### config.mk
export PLATFORM = sky130hd
export DESIGN_NAME = board_step_ctrl
export DESIGN_NICKNAME = d
export VERILOG_FILES = /design/src/rtl/board_step_ctrl.sv
export SDC_FILE = /design/constraint.sdc
export NUM_CORES = 1
export LEC_CHECK = 0
export CAP_MARGIN = 30
export CORE_ASPECT_RATIO = 0.6
export CORE_MARGIN = 2
export CORE_UTILIZATION = 50
export DETAILED_ROUTE_END_ITERATION = 8
export PLACE_DENSITY_LB_ADDON = 0.25
export SYNTH_ARGS = -nofsm -noshare
export SYNTH_HDL_FRONTEND = slang
export SYNTH_SLANG_ARGS = --single-unit
### constraint.sdc
create_clock -name clk -period 14.55 [get_ports clk]
set_input_delay 1.455 -clock clk [delete_from_list [all_inputs] [get_ports clk]]
set_output_delay 1.455 -clock clk [all_outputs]
set_load 0.05 [all_outputs]
### src/rtl/board_step_ctrl.sv
// rtl/board_step_ctrl.sv - 8x8 life-board generation stepper with row-write port
module board_step_ctrl #(
  parameter int WRAP  = 0,
  parameter int GEN_W = 16
) (
  input  logic             clk,
  input  logic             reset_n,
  input  logic [63:0]      cells,
  input  logic             step,
  input  logic             user_req,
  input  logic [2:0]       user_row,
  input  logic [7:0]       user_val,
  output logic             user_ack,
  output logic             load_r,
  output logic [2:0]       r_select,
  output logic [7:0]       r_val,
  output logic             busy,
  output logic             done,
  output logic [GEN_W-1:0] gen_count
);

  localparam bit WRAP_EN = (WRAP != 0);

  typedef enum logic [1:0] {
    IDLE  = 2'd0,
    WRITE = 2'd1,
    DONE  = 2'd2
  } state_t;

  state_t     state;
  state_t     state_n;
  logic       step_pend;
  logic [2:0] row;
  logic [63:0] snap;
  logic       accept;

  logic [2:0] row_up;
  logic [2:0] row_dn;
  logic [7:0] up_row;
  logic [7:0] mid_row;
  logic [7:0] dn_row;
  logic [7:0] next_row;

  // Bit c of the result holds the neighbour in column c-1 (west).
  function automatic logic [7:0] west_of(input logic [7:0] x);
    west_of = WRAP_EN ? {x[6:0], x[7]} : {x[6:0], 1'b0};
  endfunction

  // Bit c of the result holds the neighbour in column c+1 (east).
  function automatic logic [7:0] east_of(input logic [7:0] x);
    east_of = WRAP_EN ? {x[0], x[7:1]} : {1'b0, x[7:1]};
  endfunction

  // 3-bit arithmetic gives the toroidal row index for free.
  assign row_up = row - 3'd1;
  assign row_dn = row + 3'd1;

  // Fetch the current row and its vertical neighbours from the frozen snapshot.
  always_comb begin
    mid_row = snap[{row, 3'b000} +: 8];
    up_row  = (WRAP_EN || (row != 3'd0)) ? snap[{row_up, 3'b000} +: 8] : 8'h00;
    dn_row  = (WRAP_EN || (row != 3'd7)) ? snap[{row_dn, 3'b000} +: 8] : 8'h00;
  end

  // Count the eight neighbours of every cell in the row and apply the life rule.
  always_comb begin
    logic [7:0] uw;
    logic [7:0] ue;
    logic [7:0] mw;
    logic [7:0] me;
    logic [7:0] dw;
    logic [7:0] de;
    logic [3:0] n;
    uw       = west_of(up_row);
    ue       = east_of(up_row);
    mw       = west_of(mid_row);
    me       = east_of(mid_row);
    dw       = west_of(dn_row);
    de       = east_of(dn_row);
    n        = 4'd0;
    next_row = 8'h00;
    for (int c = 0; c < 8; c++) begin
      n = 4'(uw[c]) + 4'(up_row[c]) + 4'(ue[c]) +
          4'(mw[c]) + 4'(me[c]) +
          4'(dw[c]) + 4'(dn_row[c]) + 4'(de[c]);
      next_row[c] = (n == 4'd3) || (mid_row[c] && (n == 4'd2));
    end
  end

  // Next-state and output decode; user writes only ever land while idle.
  always_comb begin
    state_n  = state;
    accept   = 1'b0;
    load_r   = 1'b0;
    r_select = 3'd0;
    r_val    = 8'h00;
    user_ack = 1'b0;
    busy     = 1'b0;
    done     = 1'b0;
    case (state)
      IDLE: begin
        if (user_req) begin
          load_r   = 1'b1;
          r_select = user_row;
          r_val    = user_val;
          user_ack = 1'b1;
        end else if (step_pend || step) begin
          accept  = 1'b1;
          state_n = WRITE;
        end
      end
      WRITE: begin
        busy     = 1'b1;
        load_r   = 1'b1;
        r_select = row;
        r_val    = next_row;
        if (row == 3'd7) begin
          state_n = DONE;
        end
      end
      DONE: begin
        busy    = 1'b1;
        done    = 1'b1;
        state_n = IDLE;
      end
      default: begin
        state_n = IDLE;
      end
    endcase
  end

  // State register.
  always_ff @(posedge clk) begin
    if (!reset_n) begin
      state <= IDLE;
    end else begin
      state <= state_n;
    end
  end

  // Pending-step flag, snapshot capture, row walker and generation counter.
  always_ff @(posedge clk) begin
    if (!reset_n) begin
      step_pend <= 1'b0;
      row       <= 3'd0;
      snap      <= 64'd0;
      gen_count <= '0;
    end else begin
      if (accept) begin
        snap      <= cells;
        row       <= 3'd0;
        step_pend <= 1'b0;
      end else if (step) begin
        step_pend <= 1'b1;
      end
      if (state == WRITE) begin
        row <= row + 3'd1;
      end
      if (state == DONE) begin
        gen_count <= gen_count + 1'b1;
      end
    end
  end

endmodule

Word-level counts from Yosys, hierarchy flattened
Index checks and enable logic that the tools add are counted.

word-level totals
  register bits = 86
  latch bits = 0
  memory bits (writable) = 0
  memory bits (read-only) = 0
  bits of input ports = 79
  logic and storage cells = 127
  memories kept = 0

operators by class
  add/sub/neg operators = 52
  $mul = 0
  div/mod/pow operators = 0
  $lt $le $gt $ge = 0
  equality and inequality tests = 23
  shift operators = 3
  mux-type cells = 20
  bitwise gates (word level) = 1
  reductions and logical operators = 23

operator list
  kind                   number
  $shiftx 64x7->8        3
  $add 4x1->4            28
  $eq 4x2->1 const B     16
  $add 3x1->4            7
  $mux 8                 3
  $add 2x1->3            7
  $add 16x1->16 const B  1
  $pmux 8 s2             1
  $add 1x1->2            7
  $logic_or 1x1->1       9
  $mux 3                 3
  $logic_and 1x1->1      8
  $mux 1                 7
  $mux 2                 3
  $ne 2x2->1 const B     3
  $pmux 3 s2             1
  $pmux 2 s2             1
  $reduce_or 2->1        2
  $add 3x1->3 const B    1
  $eq 3x3->1 const B     1
  $ne 3x3->1 const B     1
  $reduce_and 3->1       1
  $reduce_bool 3->1      1
  $sub 3x1->3 const B    1
  other kinds (6)        6

Logic depth before layout (Yosys ltp)
  depth in word-level cells = 14
  depth in mapped cells = 20
  gate-level depth less buffers = 16

Least setup slack after synthesis
OpenSTA, ideal clock, no wires.

  path type = reg-to-output
  from = reg row[0]
  to = out r_val[1]
  arrival = 5939 ps
  required time = 13095 ps
  setup slack = 7156 ps
  stages on the path, launching flop included = 18
  buffers on the path = 4
  cell sequence = dfxtp_1 buf_6 buf_8 inv_1 buf_6 ha_1 xnor2_2 buf_4 mux4_2 mux2_2 nand2_1 fa_1 fa_1 inv_1 fa_1 inv_1 fa_1 o41ai_1

between the ends
  word-level cells in the longest chain between the ends = 14

ends and longest elaborated chain
  element                    line  RTL
  start: declaration         33    logic [2:0] row;
  start signal: assignment   157   row <= row + 3'd1;
  $sub 3x1->3                55    assign row_up = row - 3'd1;
  $shiftx 64x7->8            61    up_row = (WRAP_EN || (row != 3'd0)) ? snap[{row_up, 3'b000} +: 8] : 8'h00;
  $mux 8                     61
  $add 1x1->2                83    n = 4'(uw[c]) + 4'(up_row[c]) + 4'(ue[c]) +
  $add 2x1->3                83
  $add 3x1->4                83
  $add 4x1->4 (2 in series)  84    4'(mw[c]) + 4'(me[c]) +
  $add 4x1->4 (2 in series)  85    4'(dw[c]) + 4'(dn_row[c]) + 4'(de[c]);
  $eq 4x2->1                 86    next_row[c] = (n == 4'd3) || (mid_row[c] && (n == 4'd2));
  $logic_and 1x1->1          86
  $logic_or 1x1->1 *         86
  $pmux 8 s2 *               100   case (state)
  end: declaration           16    output logic [7:0] r_val,

Every way passes the cells marked *; elsewhere a longest branch is shown, timed or not.

Worst setup path in the final report
  from = reg row[1]
  to = out r_val[5]

Same word-level chain as after synthesis.

==> flow_metrics.tcl <==
set metrics [dict create \
    final_nets 880 \
    path_clk_slew_ps 70 \
    synth_cell_types 51 \
    worst_pin_slew_ps 940 \
    postCtsSetupBuffers 0 \
    critPathCaptureType "primary output" \
    cts_buffers 9 \
    ys_ff_latch 86 \
    grt_setup_unrepaired "false" \
    ys.flop_type "dfxtp_1" \
    grt_max_degree 92 \
    drive_gt1_share_pct 11.7 \
    slew_violations 0 \
    antennaDiodeCount 0 \
    htreeDepth 3 \
    first_global_vias 5318 \
    hp-start "gen_count[15]$_SDFFE_PN0P_" \
    fp.dieW_um 149 \
    power_frac_seq_pct 38.7 \
    path_common_cell "fa_1" \
    grt_pass1_wl_um 28400 \
    synth_seq_area_share_pct 27.3 \
    ant_nets 0 \
    cap_violations 0 \
    die_area_mm2 0.0136 \
    final.setup_skew_ps 7.13 \
    cp_slowest_cell "ha_1" \
    drt-pass1-iter-count 5 \
    critPathLaunch "row[1]$_SDFFE_PN0P_" \
    post_cts_resized 0 \
    rr_startpoint "row[1]$_SDFFE_PN0P_" \
    synth_nets 800 \
    overflow 0 \
    wl_um 17400 \
    clock_latency_ps 350 \
    internal_power_uw 468 \
    hold_path.class "flop to flop" \
    status "completed" \
    dr.first_iter.drc_count 342 \
    tns_ps 0 \
    p_sw_uw 208 \
    whs_ps 478 \
    powerDensity_mw_per_mm2 87.5 \
    max-slew-margin-rel_pct 37.3 \
    cts.path.max_buffers 2 \
    min_period_ps 8210 \
    cts_root_buf "clkbuf_16" \
    clockPowerShare_pct 36.2 \
    dieHeight_um 91 \
    pwr-share-comb_pct 25.0 \
    critPathBufInv 3 \
    hold_buffers 0 \
    path_cells "inv_1 -> ha_1 -> mux4_2 -> mux2_4 -> nand2_1 -> fa_1 -> fa_1 -> fa_1 -> inv_1 -> ha_1 -> fa_1 -> o21ai_0 -> a41o_1 -> clkdlybuf4s50_1" \
    syn_area_per_cell_um2 9.47 \
    via_per_inst 5.69 \
    io_pins 110 \
    peakVddDrop_uv 46.9 \
    critical_path_class "flop to primary output" \
    synthArstFlopShare_pct 0 \
    rows 31 \
    design.core.area_mm2 0.0122 \
    initial_core_util_pct 51.8 \
    gp_congestion 0.878 \
    drcViolationCount 0 \
    synth_edf_count 0 \
    netlist_instances 666 \
    area_growth_pct 22.6 \
    grt_usage_pct 27.2 \
    dp_slack_ps 6700 \
    fin_ws_ps 6340 \
    max_freq_mhz 122 \
    port_buffers 109 \
    cts_tree "done" \
    cp_data_required_time_ps 13100 \
    swShare_pct 30.7 \
    crit_family "adder cells" \
    cp_max_fo 24 \
    antenna_found_initial 0 \
    slowest_delay_ps 960 \
    p_leak_uw 0.00292 \
    r2r_setup_slack_ps 12100 \
    yosys_warnings 0 \
    finalHoldViolCount 0 \
    setup_viol 0 \
    wl_per_cell_um 19.0 \
    fin_crit_sh_pct 56.4 \
    num_vias 5212 \
    cp.arrival_ps 6750 \
    critPathLaunchType "flop" \
    dp_hpwl_um 13100 \
    numClockSinks 86 \
    syn-cell-area_mm2 0.00631 \
]
## worst reg2reg max path: stages (launching register included)
cell      delay [ps]
dfxtp_1          940
inv_1            200
ha_1             960
nand2_1          120
a21boi_0         160
## worst paths after layout
kind | end | cells past startpoint
worst min register to register | gen_count[15]$_SDFFE_PN0P_ | 2
worst max register to register | row[1]$_SDFFE_PN0P_ | 4
worst min-delay path | gen_count[15]$_SDFFE_PN0P_ | 2
worst max-delay path | r_val[5] | 14
## cells in the final DEF (no fill, tap or decap), drive strengths merged, types with 2 or more instances in the layout
| cell type | count |
|---|---|
| dfxtp | 86 |
| mux4 | 36 |
| and3 | 4 |
| clkinv | 2 |
| ha | 27 |
| a21boi | 67 |
| fa | 28 |
| buf | 6 |
| a211oi | 2 |
| and2 | 12 |
| nor2 | 13 |
| and4 | 3 |
| xnor2 | 10 |
| o31ai | 6 |
| o211ai | 3 |
| nand2 | 156 |
| nand4 | 6 |
| mux2 | 12 |
| inv | 39 |
| nor2b | 3 |
| a21oi | 10 |
| a2111oi | 2 |
| nor3b | 2 |
| mux2i | 33 |
| clkbuf | 10 |
| o21ai | 8 |
| nand2b | 9 |
| o41ai | 2 |
| a41o | 3 |
| a21o | 7 |
| or2 | 14 |
| o21a | 3 |
| clkdlybuf4s50 | 108 |
| nand3 | 9 |
## power groups by stage
stage / Combinational (uW) / Clock, uW / Sequential [uW]
final: 169 / 245 / 262
after global routing: 187 / 258 / 263
after CTS: 170 / 249 / 261
after detailed placement: 169 / 0 / 266
after global placement: 162 / 0 / 266
after floorplan: 119 / 0 / 259
## metrics by stage
stage / total power, uW / std cells / utilization, % / area (um^2)
2_1_floorplan: 378 / 666 / - / 6310
3_3_place_gp: 428 / 899 / 60.8 / 7400
3_5_place_dp: 435 / 900 / 60.9 / 7410
4_1_cts: 681 / 916 / 63.5 / 7730
5_1_grt: 708 / 916 / 63.5 / 7730
6_report: 676 / 916 / 63.5 / 7730
## synth_stat cells (11+ instances only)
library cell / count / area share [%]
dfxtp_1: 86 / 27
nand2_1: 156 / 9.3
and2_1: 12 / 1.2
mux2i_1: 32 / 5.1
nor2_1: 13 / 0.77
mux2_2: 11 / 2.0
inv_1: 37 / 2.2
or2_2: 13 / 1.3
mux4_2: 33 / 12
clkbuf_1: 26 / 1.5
ha_1: 27 / 5.4
fa_1: 28 / 8.9
a21boi_0: 67 / 8.0
## final cells by class
| cell class | instances | area, um^2 |
|---|---|---|
| Fill cell | 1019 | 4450 |
| Multi-Input combinational cell | 498 | 4220 |
| Sequential cell | 86 | 1720 |
| Timing Repair Buffer | 114 | 1130 |
| Clock buffer | 10 | 239 |
| Tap cell | 165 | 206 |
| Inverter | 37 | 139 |
| Clock inverter | 6 | 77.6 |
## flip-flops by register name, summed over array words and instances, names as in the netlist
register and flops:
state 2, row 3, snap 64, gen_count 16, step_pend 1
## logic make-up (layout without fill, tap and decap cells)
logic type	count (synthesis)	count (layout)	share of synthesized area (%)
adders and majority gates	55	55	14.2
DFF	86	86	27.3
AOI/OAI and AO/OA	116	116	13.6
muxes	81	81	20.7
and+or+nand+nor	235	235	16.6
buffers and inverters	82	167	5.95
xor gates and xnor gates	11	11	1.65
## per-layer routing
layer / vias up / wire (um) / global-route usage, %
li1: 2460 / - / -
met1: 2554 / 8320 / 39.5
met2: 179 / 7730 / 42.6
met3: 19 / 1190 / 5.08
met4: 0 / 159 / 5.40
met5: - / 0 / 0
No activity file was read; power rests on OpenSTA's default activity.
